File: config.mk
export PLATFORM = sky130hd
export DESIGN_NAME = cordic_phase_driver
export DESIGN_NICKNAME = d
export VERILOG_FILES = /design/src/rtl/cordic_phase_driver.sv
export SDC_FILE = /design/constraint.sdc
export NUM_CORES = 1
export LEC_CHECK = 0
export CAP_MARGIN = 20
export CORE_MARGIN = 8
export CORE_UTILIZATION = 54
export DETAILED_ROUTE_END_ITERATION = 10
export MAX_ROUTING_LAYER = met4
export PLACE_DENSITY = 0.76
export SYNTH_ARGS = -nofsm -noshare
export SYNTH_HDL_FRONTEND = slang
export SYNTH_SLANG_ARGS = --single-unit
File: constraint.sdc
create_clock -name CLK -period 5.7 [get_ports CLK]
set_input_delay 1.14 -clock CLK [delete_from_list [all_inputs] [get_ports CLK]]
set_output_delay 1.14 -clock CLK [all_outputs]
set_load 0.01 [all_outputs]
File: src/rtl/cordic_phase_driver.sv
// NCO-driven angle issuer for a rotation-mode CORDIC core, with credit-based flow control
// and a show-ahead result FIFO toward the downstream datapath.
module cordic_phase_driver #(
  parameter int unsigned PHASE_W    = 32,
  parameter int unsigned OUT_W      = 32,
  parameter int unsigned FIFO_DEPTH = 16
) (
  input  logic                          CLK,
  input  logic                          RST,
  input  logic                          ENABLE,
  input  logic [PHASE_W-1:0]            FREQ_WORD,
  input  logic                          FREQ_LOAD,
  input  logic [PHASE_W-1:0]            PHASE_OFFSET,
  input  logic                          PHASE_CLR,
  output logic [PHASE_W-1:0]            CORD_DIN_A,
  output logic                          CORD_DIN_VALID,
  input  logic                          CORD_RFD,
  input  logic                          CORD_DOUT_VALID,
  input  logic [OUT_W-1:0]              CORD_DOUT_X,
  input  logic [OUT_W-1:0]              CORD_DOUT_Y,
  output logic [OUT_W-1:0]              OUT_COS,
  output logic [OUT_W-1:0]              OUT_SIN,
  output logic                          OUT_VALID,
  input  logic                          OUT_READY,
  output logic [$clog2(FIFO_DEPTH):0]   INFLIGHT,
  output logic                          DRAINED,
  output logic                          ERR
);

  localparam int unsigned PTR_W = $clog2(FIFO_DEPTH);
  localparam int unsigned CNT_W = PTR_W + 1;

  logic [PHASE_W-1:0] freq_q;
  logic [PHASE_W-1:0] acc_q, acc_d;
  logic [PHASE_W-1:0] ang_q;
  logic               en_q;

  logic [CNT_W-1:0]   inflight_q, inflight_d;
  logic [CNT_W-1:0]   count_q, count_d;
  logic [PTR_W-1:0]   wr_ptr_q, rd_ptr_q;
  logic [CNT_W:0]     occupied;
  logic               err_q, err_d;

  logic [OUT_W-1:0]   cos_mem [FIFO_DEPTH];
  logic [OUT_W-1:0]   sin_mem [FIFO_DEPTH];

  logic               issue;
  logic               full;
  logic               empty;
  logic               push;
  logic               pop;

  // Every queued entry and every angle inside the core holds one FIFO slot in reserve.
  assign occupied = {1'b0, count_q} + {1'b0, inflight_q};
  assign issue    = en_q & CORD_RFD & (occupied < (CNT_W + 1)'(FIFO_DEPTH));

  assign full  = (count_q == CNT_W'(FIFO_DEPTH));
  assign empty = (count_q == '0);
  assign push  = CORD_DOUT_VALID & ~full;
  assign pop   = ~empty & OUT_READY;

  // ang_q is built from the next accumulator value so back-to-back issues see fresh phases.
  always_comb begin
    acc_d = acc_q;
    if (PHASE_CLR) begin
      acc_d = '0;
    end else if (issue) begin
      acc_d = acc_q + freq_q;
    end
  end

  always_ff @(posedge CLK or posedge RST) begin
    if (RST) begin
      freq_q <= '0;
      acc_q  <= '0;
      ang_q  <= '0;
      en_q   <= 1'b0;
    end else begin
      if (FREQ_LOAD) begin
        freq_q <= FREQ_WORD;
      end
      acc_q <= acc_d;
      ang_q <= acc_d + PHASE_OFFSET;
      en_q  <= ENABLE;
    end
  end

  always_comb begin
    inflight_d = inflight_q;
    unique case ({issue, CORD_DOUT_VALID})
      2'b10: inflight_d = inflight_q + CNT_W'(1);
      2'b01: begin
        if (inflight_q != '0) begin
          inflight_d = inflight_q - CNT_W'(1);
        end
      end
      default: inflight_d = inflight_q;
    endcase
  end

  always_comb begin
    count_d = count_q;
    unique case ({push, pop})
      2'b10:   count_d = count_q + CNT_W'(1);
      2'b01:   count_d = count_q - CNT_W'(1);
      default: count_d = count_q;
    endcase
  end

  // A result with nothing outstanding, or one arriving with no room, means the core misbehaved.
  always_comb begin
    err_d = err_q;
    if (CORD_DOUT_VALID && ((inflight_q == '0) || full)) begin
      err_d = 1'b1;
    end
  end

  always_ff @(posedge CLK or posedge RST) begin
    if (RST) begin
      inflight_q <= '0;
      count_q    <= '0;
      wr_ptr_q   <= '0;
      rd_ptr_q   <= '0;
      err_q      <= 1'b0;
    end else begin
      inflight_q <= inflight_d;
      count_q    <= count_d;
      err_q      <= err_d;
      if (push) begin
        wr_ptr_q <= wr_ptr_q + PTR_W'(1);
      end
      if (pop) begin
        rd_ptr_q <= rd_ptr_q + PTR_W'(1);
      end
    end
  end

  always_ff @(posedge CLK) begin
    if (push) begin
      cos_mem[wr_ptr_q] <= CORD_DOUT_X;
      sin_mem[wr_ptr_q] <= CORD_DOUT_Y;
    end
  end

  // Head is forced to zero when empty so the storage array needs no reset.
  always_comb begin
    OUT_COS = '0;
    OUT_SIN = '0;
    if (!empty) begin
      OUT_COS = cos_mem[rd_ptr_q];
      OUT_SIN = sin_mem[rd_ptr_q];
    end
  end

  assign CORD_DIN_A     = ang_q;
  assign CORD_DIN_VALID = issue;
  assign OUT_VALID      = ~empty;
  assign INFLIGHT       = inflight_q;
  assign DRAINED        = (inflight_q == '0) && empty;
  assign ERR            = err_q;

endmodule

==> reports/metrics.cfg <==
[status]
run_status = complete, no violations

[cts]
clkSinkCount = 1140
cts_hold_buf = 0
cts_tree = done
cts_root_buffer = clkbuf_16
path_clk_slew_ps = 60
cts_max_level = 3
cts.path.max_buffers = 3
cts_inserted_buffers = 112
clkLatencyLatePin_ps = 700
cts_setup_buffers = 0
post_cts_resized = 0

[final_layout]
final_cells = 3847
fin_nets = 2814
drive_gt1_share_pct = 23.3
fill_cells = 5507
fin_util_pct = 63.9
syn2layout_area_growth_pct = 17.3

[critical_path]
crit_chain = ha_1, nand2_1, or3b_4, a211oi_4, o21ai_0, a21boi_0, o21a_1, o21a_1, o31ai_1, and2_1, ha_1, and3_1, nand3_1, nor4_1, o211ai_1, o311ai_1, a21oi_1, o21ai_1, xor2_1
cp_top_family = compound AO/OA/AOI/OAI gates
arrival_ps = 5750
slowest_stage = nor4_1
crit_path_max_incr_delay_ps = 600
crit_type = reg2reg
required_ps = 6320
crit_path_end_kind = flip-flop
crit_fanout = 7
cp_num_buf_inv = 0
reg2reg_slack_ps = 570
cp-start-kind = flip-flop

[floorplanning]
start_util_pct = 54.5
core_um2 = 85000
num_rows = 107
die-area_um2 = 95400
ioPinCount = 241
die_w_um = 309
fp.dieH_um = 309

[global_routing]
first_global_vias = 25006
grt_pass1_wl_um = 164000
grt_use_total_pct = 23.9
overflow = 0
grt_start_max_net_pins = 69
antenna_found_initial = 10

[pwr]
powerDensity_nw_per_um2 = 495
ir_drop_mv = 0.423
leakage_nw = 18.3

[placement]
place_hpwl_um = 61000
place_ws_ps = 441
dp.cells = 3626
port_buffers = 240
gp_congestion = 0.900

[yosys]
synth_area_um2 = 46300
netlist_instances = 2285
post-synth-top-count-cell = edfxtp_1
ys_top_cells_by_count = edfxtp_1, mux4_2, dfrtp_1
synth_top_area_cell = edfxtp_1
synth_fp_nets = 2503
ys_seq_area_share_pct = 72.7
async_flop_share_pct = 10.2
synth_top_area_share_pct = 66.4
synthFlopType = edfxtp_1
synth.avg_cell_area_um2 = 20.3
ys_types = 68
synth_warnings = 0
synth_edf_count = 1024
synth_area_leaders = edfxtp_1, mux4_2, dfrtp_1
ys_ff_latch = 1140

[sta]
fmax_ghz = 0.195
setup_viol = 0
slew-limit-headroom_pct = 28.0
slew_viol_final = 0
period_needed_ps = 5130
skew_ps = 54.9
finalCritPeriodShare_pct = 90.0
layout_setup_ws_ps = 570
worst_slew_pin_slew_ps = 1080
rsz0062_at_grt = false
hold_viol = 0
setup_tns_ps = 0

[route]
wl_per_cell_um = 28.6
drt_wl_total_um = 110000
vias = 23882
vias_per_cell = 6.21
ant_nets = 0
dr.pass1.iters = 5
drc = 0
drtIter0Drc = 2502

[worst_hold_path]
hold_class = reg2reg

[run]
cap_violations = 0

## registers in the layout (all words and copies together), names as in the netlist
signal and flops:
cos_mem 512, sin_mem 512, CORD_DIN_A 32, acc_q 32
freq_q 32, INFLIGHT 5, count_q 5, rd_ptr_q 4
wr_ptr_q 4, ERR 1, en_q 1
## layout by cell type, fill, tap and decap left out, types with 5 or more instances in the layout
cell	instances
edfxtp_1	1024
mux4_2	320
clkdlybuf4s50_1	240
dfrtp_1	112
clkbuf_16	112
a21oi_1	81
nand2_1	79
ha_1	78
and2_1	73
buf_4	51
xnor2_1	38
mux2_2	34
inv_1	31
a21o_1	31
nor2_1	29
clkinv_2	28
o21ai_0	25
nand3_1	24
clkinv_1	24
xor2_1	21
nor3_1	15
clkbuf_1	15
bufinv_16	13
nor2_4	12
buf_12	12
nand4_1	11
diode_2	10
and3_1	9
o211ai_1	8
o21bai_1	8
o21a_1	7
clkinvlp_4	7
a211oi_1	6
o21ai_1	6
nor2b_1	5
a211o_1	5
a31oi_1	5
nor4_1	5
## cells by family after synthesis
logic type      after synthesis  share of synthesized area, %
buf+inv                     138                          1.12
xor+xnor                     60                          1.16
fa+ha+maj                    82                          2.28
compound gates              219                          3.08
flops                      1140                          72.7
mux                         354                          16.4
simple gates                292                          3.26
## report_power, final
part / switching [mW] / internal [mW] / total (mW)
combinational: 4.14 / 4.54 / 8.68
sequential: 0.669 / 10.1 / 10.8
clock: 3.19 / 4.24 / 7.43
## layout make-up
| type | count | area, um^2 | share of cell area (%) |
|---|---|---|---|
| sequential | 1140 | 33700 | 62.0 |
| multi-input combinational | 1007 | 12300 | 22.6 |
| timing repair buffer | 303 | 3030 | 5.57 |
| clock buffer | 129 | 2890 | 5.32 |
| tap | 1144 | 1430 | 2.64 |
| clock inverter | 82 | 853 | 1.57 |
| inverter | 32 | 123 | 0.226 |
| antenna | 10 | 25.0 | 0.0461 |
## worst paths after layout
path	from	endpoint	depth (start not counted)
max in group asynchronous	RST	rd_ptr_q[2]	3
worst min register to register	ERR	ERR	1
min in group asynchronous	RST	freq_q[12]	2
worst max-delay path	acc_q[3]	CORD_DIN_A[30]	19
worst min-delay path	ERR	ERR	1
worst max register to register	acc_q[3]	CORD_DIN_A[30]	19
## metal layers
layer	vias to the layer above	routed length, um	global-route usage [%]
met5	-	0	-
met3	183	9050	4.49
met4	0	2810	6.84
li1	10038	-	-
met1	12519	42300	30.3
met2	1142	55800	39.8
## per-stage QoR
step | power (mW) | area, um^2 | hold WS, ps
2_1_floorplan | 16.1 | 46300 | 478
3_3_place_gp | 19.5 | 50500 | 444
3_5_place_dp | 19.6 | 50500 | 460
4_1_cts | 27.1 | 54300 | 475
5_1_grt | 28.0 | 54300 | 498
6_report | 26.9 | 54300 | 469
(Power assumes the default switching activity.)
